--- src/rtl/tfm_sched.sv ---
// Twiddle-path sequencer for a radix-2 DIF FFT.
// It accepts butterfly operands, walks the stage and butterfly counters,
// issues twiddle ROM addresses and multiplier enables, then counts the
// multiplier results until the frame is complete.
module tfm_sched #(
  parameter int N_LOG2      = 6,
  parameter int ADDR_WIDTH  = N_LOG2 - 1,
  parameter int TFM_LATENCY = 2
) (
  input  logic                  clk,
  input  logic                  rst,
  input  logic                  start,
  input  logic                  in_valid,
  output logic                  in_ready,
  output logic                  rom_rd_en,
  output logic [ADDR_WIDTH-1:0] rom_addr,
  output logic                  tfm_en,
  input  logic                  tfm_out_val,
  output logic [N_LOG2-1:0]     stage,
  output logic                  busy,
  output logic                  done,
  output logic                  err
);

  localparam int unsigned N     = 1 << N_LOG2;
  localparam int unsigned HALF  = N / 2;
  localparam int unsigned TOTAL = N_LOG2 * HALF;
  localparam int unsigned RW    = $clog2(TOTAL + 1);

  // Reject parameter sets the counters and address math are not sized for.
  if (N_LOG2 < 2 || N_LOG2 > 12 || TFM_LATENCY < 1) begin : g_param_chk
    $error("tfm_sched: unsupported N_LOG2/TFM_LATENCY");
  end

  typedef enum logic [1:0] {
    S_IDLE,
    S_RUN,
    S_DRAIN,
    S_DONE
  } state_t;

  state_t                state_q;
  logic [ADDR_WIDTH-1:0] bfly_q;
  logic [ADDR_WIDTH-1:0] addr_hold_q;
  logic [N_LOG2-1:0]     stage_q;
  logic [RW-1:0]         res_cnt_q;
  logic                  in_ready_q;
  logic                  tfm_en_q;
  logic                  busy_q;
  logic                  done_q;
  logic                  err_q;

  logic                  accept;
  logic                  last_bfly;
  logic                  last_stage;
  logic                  res_full;
  logic                  res_last;
  logic [ADDR_WIDTH-1:0] addr_mask;
  logic [ADDR_WIDTH-1:0] addr_calc;
  int unsigned           span;

  assign accept     = in_valid & in_ready_q;
  assign last_bfly  = (bfly_q == ADDR_WIDTH'(HALF - 1));
  assign last_stage = (stage_q == N_LOG2'(N_LOG2 - 1));
  assign res_full   = (res_cnt_q == RW'(TOTAL));
  assign res_last   = (res_cnt_q == RW'(TOTAL - 1));

  // Twiddle index for the current butterfly: the low bits of bfly that
  // survive at this stage, scaled by 2**stage.
  always_comb begin
    span      = N >> (32'(stage_q) + 32'd1);
    addr_mask = ADDR_WIDTH'(span - 32'd1);
    addr_calc = (bfly_q & addr_mask) << stage_q;
  end

  // Frame sequencer: state, counters, registered handshake/status outputs.
  always_ff @(posedge clk) begin
    if (!rst) begin
      state_q     <= S_IDLE;
      bfly_q      <= '0;
      addr_hold_q <= '0;
      stage_q     <= '0;
      res_cnt_q   <= '0;
      in_ready_q  <= 1'b0;
      tfm_en_q    <= 1'b0;
      busy_q      <= 1'b0;
      done_q      <= 1'b0;
      err_q       <= 1'b0;
    end else begin
      tfm_en_q <= accept;
      done_q   <= 1'b0;
      if (accept) begin
        addr_hold_q <= addr_calc;
      end

      case (state_q)
        S_IDLE: begin
          // A stray result wins over the clear from a simultaneous start.
          err_q <= tfm_out_val | (err_q & ~start);
          if (start) begin
            state_q    <= S_RUN;
            in_ready_q <= 1'b1;
            busy_q     <= 1'b1;
            bfly_q     <= '0;
            stage_q    <= '0;
            res_cnt_q  <= '0;
          end
        end

        S_RUN, S_DRAIN: begin
          if (tfm_out_val) begin
            if (res_full) begin
              err_q <= 1'b1;
            end else begin
              res_cnt_q <= res_cnt_q + RW'(1);
            end
          end
          if (accept) begin
            if (last_bfly) begin
              bfly_q <= '0;
              // Stage stays at its last value once the frame is fully issued.
              if (last_stage) begin
                state_q    <= S_DRAIN;
                in_ready_q <= 1'b0;
              end else begin
                stage_q <= stage_q + N_LOG2'(1);
              end
            end else begin
              bfly_q <= bfly_q + ADDR_WIDTH'(1);
            end
          end
          if (state_q == S_DRAIN && ((tfm_out_val && res_last) || res_full)) begin
            state_q <= S_DONE;
            busy_q  <= 1'b0;
            done_q  <= 1'b1;
          end
        end

        S_DONE: begin
          if (tfm_out_val) begin
            err_q <= 1'b1;
          end
          state_q <= S_IDLE;
        end

        default: state_q <= S_IDLE;
      endcase
    end
  end

  assign in_ready  = in_ready_q;
  assign rom_rd_en = accept;
  assign rom_addr  = accept ? addr_calc : addr_hold_q;
  assign tfm_en    = tfm_en_q;
  assign stage     = stage_q;
  assign busy      = busy_q;
  assign done      = done_q;
  assign err       = err_q;

endmodule

--- config.mk ---
export PLATFORM = sky130hd
export DESIGN_NAME = tfm_sched
export DESIGN_NICKNAME = d
export VERILOG_FILES = /design/src/rtl/tfm_sched.sv
export SDC_FILE = /design/constraint.sdc
export NUM_CORES = 1
export LEC_CHECK = 0
export BUFFER_PORTS_ARGS = -buffer_cell sky130_fd_sc_hd__buf_2
export CAP_MARGIN = 20
export CORE_ASPECT_RATIO = 0.9
export CORE_MARGIN = 2
export CORE_UTILIZATION = 49
export DETAILED_ROUTE_END_ITERATION = 10
export HOLD_SLACK_MARGIN = 0.03
export MAX_ROUTING_LAYER = met4
export PLACE_DENSITY = 0.75
export SETUP_SLACK_MARGIN = 0.1
export SYNTH_ARGS = -nofsm -noshare
export SYNTH_HDL_FRONTEND = slang
export SYNTH_SLANG_ARGS = --single-unit
--- constraint.sdc ---
create_clock -name clk -period 2.7 [get_ports clk]
set_input_delay 0.405 -clock clk [delete_from_list [all_inputs] [get_ports clk]]
set_output_delay 0.405 -clock clk [all_outputs]
set_load 0.03 [all_outputs]
==> out/results.txt <==
status: finished, final reports clean
Fill cells: 317
Mapped Avg Cell Area: 8.21 um2
leakage power: 0.897 nW
largest net degree at the start of global routing: 19
Setup Viol. Count Final: 0
cell accounting for the most synthesized area: dfxtp_1
Rows: 21
Synth top area share: 32.4%
pwr/cell area: 469 nW/um2
global-route usage over all layers: 23.7%
Ports: 22
worst r2r src: bfly_q[1]$_SDFFE_PN0P_
number of synthesized flops with an enable pin: 0
WS Path Type: reg2out
htree depth: 2
Detail Route Antenna Nets: 0
CTS clk-pin slew, worst paths: 60 ps
worst slew pin tran: 665 ps
Clock Latency Late Sink: 290 ps
Horiz. Die Dim: 69.9 um
clock sinks: 31
first-pass GRT wire length: 8.26 mm
fin cells: 310
crit path to: rom_addr[4]
CP max FO: 2
top cells by area, synth: dfxtp_1 (32%), ha_1 (6.5%), a21oi_1 (4.2%), nand3_1 (4.2%), nand2_1 (3.1%)
overflow left after global routing: 0
Tcrit/Tclk final: 98.5%
TritonRoute pass-1 iters: 4
vias in the first global route: 1737
DR vias: 1914
post-layout util: 62.5%
Req. time, crit path: 2300 ps
die height: 63.3 um
synth warn: 0
drt initial violations: 218
# placed instances: 297
CTS root buf: clkbuf_8
Nets: 278
Vias/cell: 6.17
#FFs+latches synth: 31
CP Launch Type: flop
I/O Buffers: 21
total wire length: 4.84 mm
register area share after synthesis: 32.4%
layout cells sized above 1: 25.8%
asr flop ratio synth: 0%
area of the multi-input gates: 1260 um2
Initial Utilization: 51.3%
most common cell after layout, fill and taps aside: dfxtp_1
commonest non-fill, non-tap cells in the layout: dfxtp_1 (27), buf_2 (18)
final HPWL from detailed placement: 3.36 mm
core footprint: 3730 um2
Slew HR: 55.1%
WP data arrival: 2250 ps
Synthesized Nets: 248
Die Area: 4420 um2
worst reg2reg path endpoint: stage[3]$_SDFFE_PN0P_
worst hold margin: 464 ps
worst vdd ir: 0.285 mV
clock skew: 5.19 ps
ys flop type: dfxtp_1
Fin. Hold Viols: 0
worst setup path start: stage[4]$_SDFFE_PN0P_
FMAX: 376 MHz
Syn Std Cell Area: 1910 um2
drc violations: 0
critical path endpoint category: output pin
cts bufs inserted: 5
initial antenna violation count: 0
max-slew violations: 0
RSZ-0062 raised after global routing: true
max-cap viol count: 0
clk buf depth: 2
min cycle time layout: 2660 ps
GP Congestion: 0.875
CTS tree: yes
Worst Hold Class: reg2reg
Reg2Reg Depth: 7
R2R setup slack: 380 ps
post-synthesis cell count: 233
antenna cells: 0
P&R area growth vs syn: 21.8%
count of different cell masters after synthesis: 54
Avg WL per Cell: 15.6 um
register area: 628 um2
## worst max-delay path, stage by stage (launching register included)
cell      delay [ps]
dfxtp_2          330
nor2_4           130
nand2_2           80
or3_4            340
ha_4             170
and3b_1          150
a221o_1          300
a311oi_2         260
nor2_2            60
buf_6            140
## cell families after synthesis
kind of cell	after synthesis	synth area share, %
simple gates	98	29.0
compound gates	57	20.7
flops	31	32.4
buf+inv	26	5.62
fa+ha+maj	10	6.54
mux	6	3.47
xor+xnor	5	2.29
## per-layer routing
layer / global-route usage (%) / share of wire, % / vias up
li1: - / - / 930
met4: 9.86 / 2.0 / 0
met1: 31.0 / 46 / 904
met2: 34.3 / 44 / 68
met5: - / 0 / -
met3: 6.72 / 7.3 / 12
## flip-flops by register name, summed over array words and instances, names as in the netlist
name         cells
res_cnt_q        8
stage            6
addr_hold_q      5
bfly_q           5
state_q          2
busy             1
done             1
err              1
in_ready         1
tfm_en           1
## cells in the mapped netlist, types with 3 or more instances
library cell   n
or3_1          6
xnor2_1        5
clkbuf_1       9
mux2i_1        4
and3_1         4
dfxtp_1       31
nand3_1       16
nand2_1       16
ha_1          10
nor3_1         6
or4_1          5
and2_1         4
a211oi_1       4
nand4_1        6
nand2b_1       4
nor2_1        14
a311oi_1       3
inv_1         13
o21ai_0        7
a21oi_1       16
o31ai_1        6
## report_power, final
part / internal (W) / total, W / switching [W]
registers: 0.000472 / 0.000489 / 0.0000162
clock network: 0.000232 / 0.000406 / 0.000174
logic: 0.0000701 / 0.000199 / 0.000129
total: 0.000775 / 0.00109 / 0.000319
## stage by stage
step	setup WS (ps)	setup TNS, ps	instance area [um2]	power (W)
after floorplan	105	0	1930	0.000634
after global placement	247	0	2110	0.000685
after detailed placement	216	0	2110	0.000689
after CTS	17.6	0	2270	0.00110
after global routing	-19.3	-19.3	2330	0.00114
final	41.8	0	2330	0.00109
## worst min-delay path by stage
stage	from	endpoint	slack [ps]	cells after the start
finish	addr_hold_q[2]$_SDFF_PN0_	addr_hold_q[2]$_SDFF_PN0_	460	2
CTS	addr_hold_q[2]$_SDFF_PN0_	addr_hold_q[2]$_SDFF_PN0_	470	2
detailed placement	addr_hold_q[2]$_SDFF_PN0_	addr_hold_q[2]$_SDFF_PN0_	460	2
global route	addr_hold_q[2]$_SDFF_PN0_	addr_hold_q[2]$_SDFF_PN0_	490	2
global placement	addr_hold_q[2]$_SDFF_PN0_	addr_hold_q[2]$_SDFF_PN0_	450	2
floorplan	addr_hold_q[2]$_SDFF_PN0_	addr_hold_q[2]$_SDFF_PN0_	440	2
## what timing repair did
action | in CTS | in global routing
setup buffers | 3 | 2
pin swaps | 3 | 4
gates resized for setup | 13 | 9
endpoints found under the setup margin | 4 | 4
hold buffers | 0 | 0
## final cells by class
cell class	instances	area share, %
repair buffers	36	10.1
inverters	13	2.09
well taps	46	2.47
flip-flops and latches	31	26.9
clock buffers	8	4.29
multi-input cells	176	54.1
No activity file was read; power rests on OpenSTA's default activity.
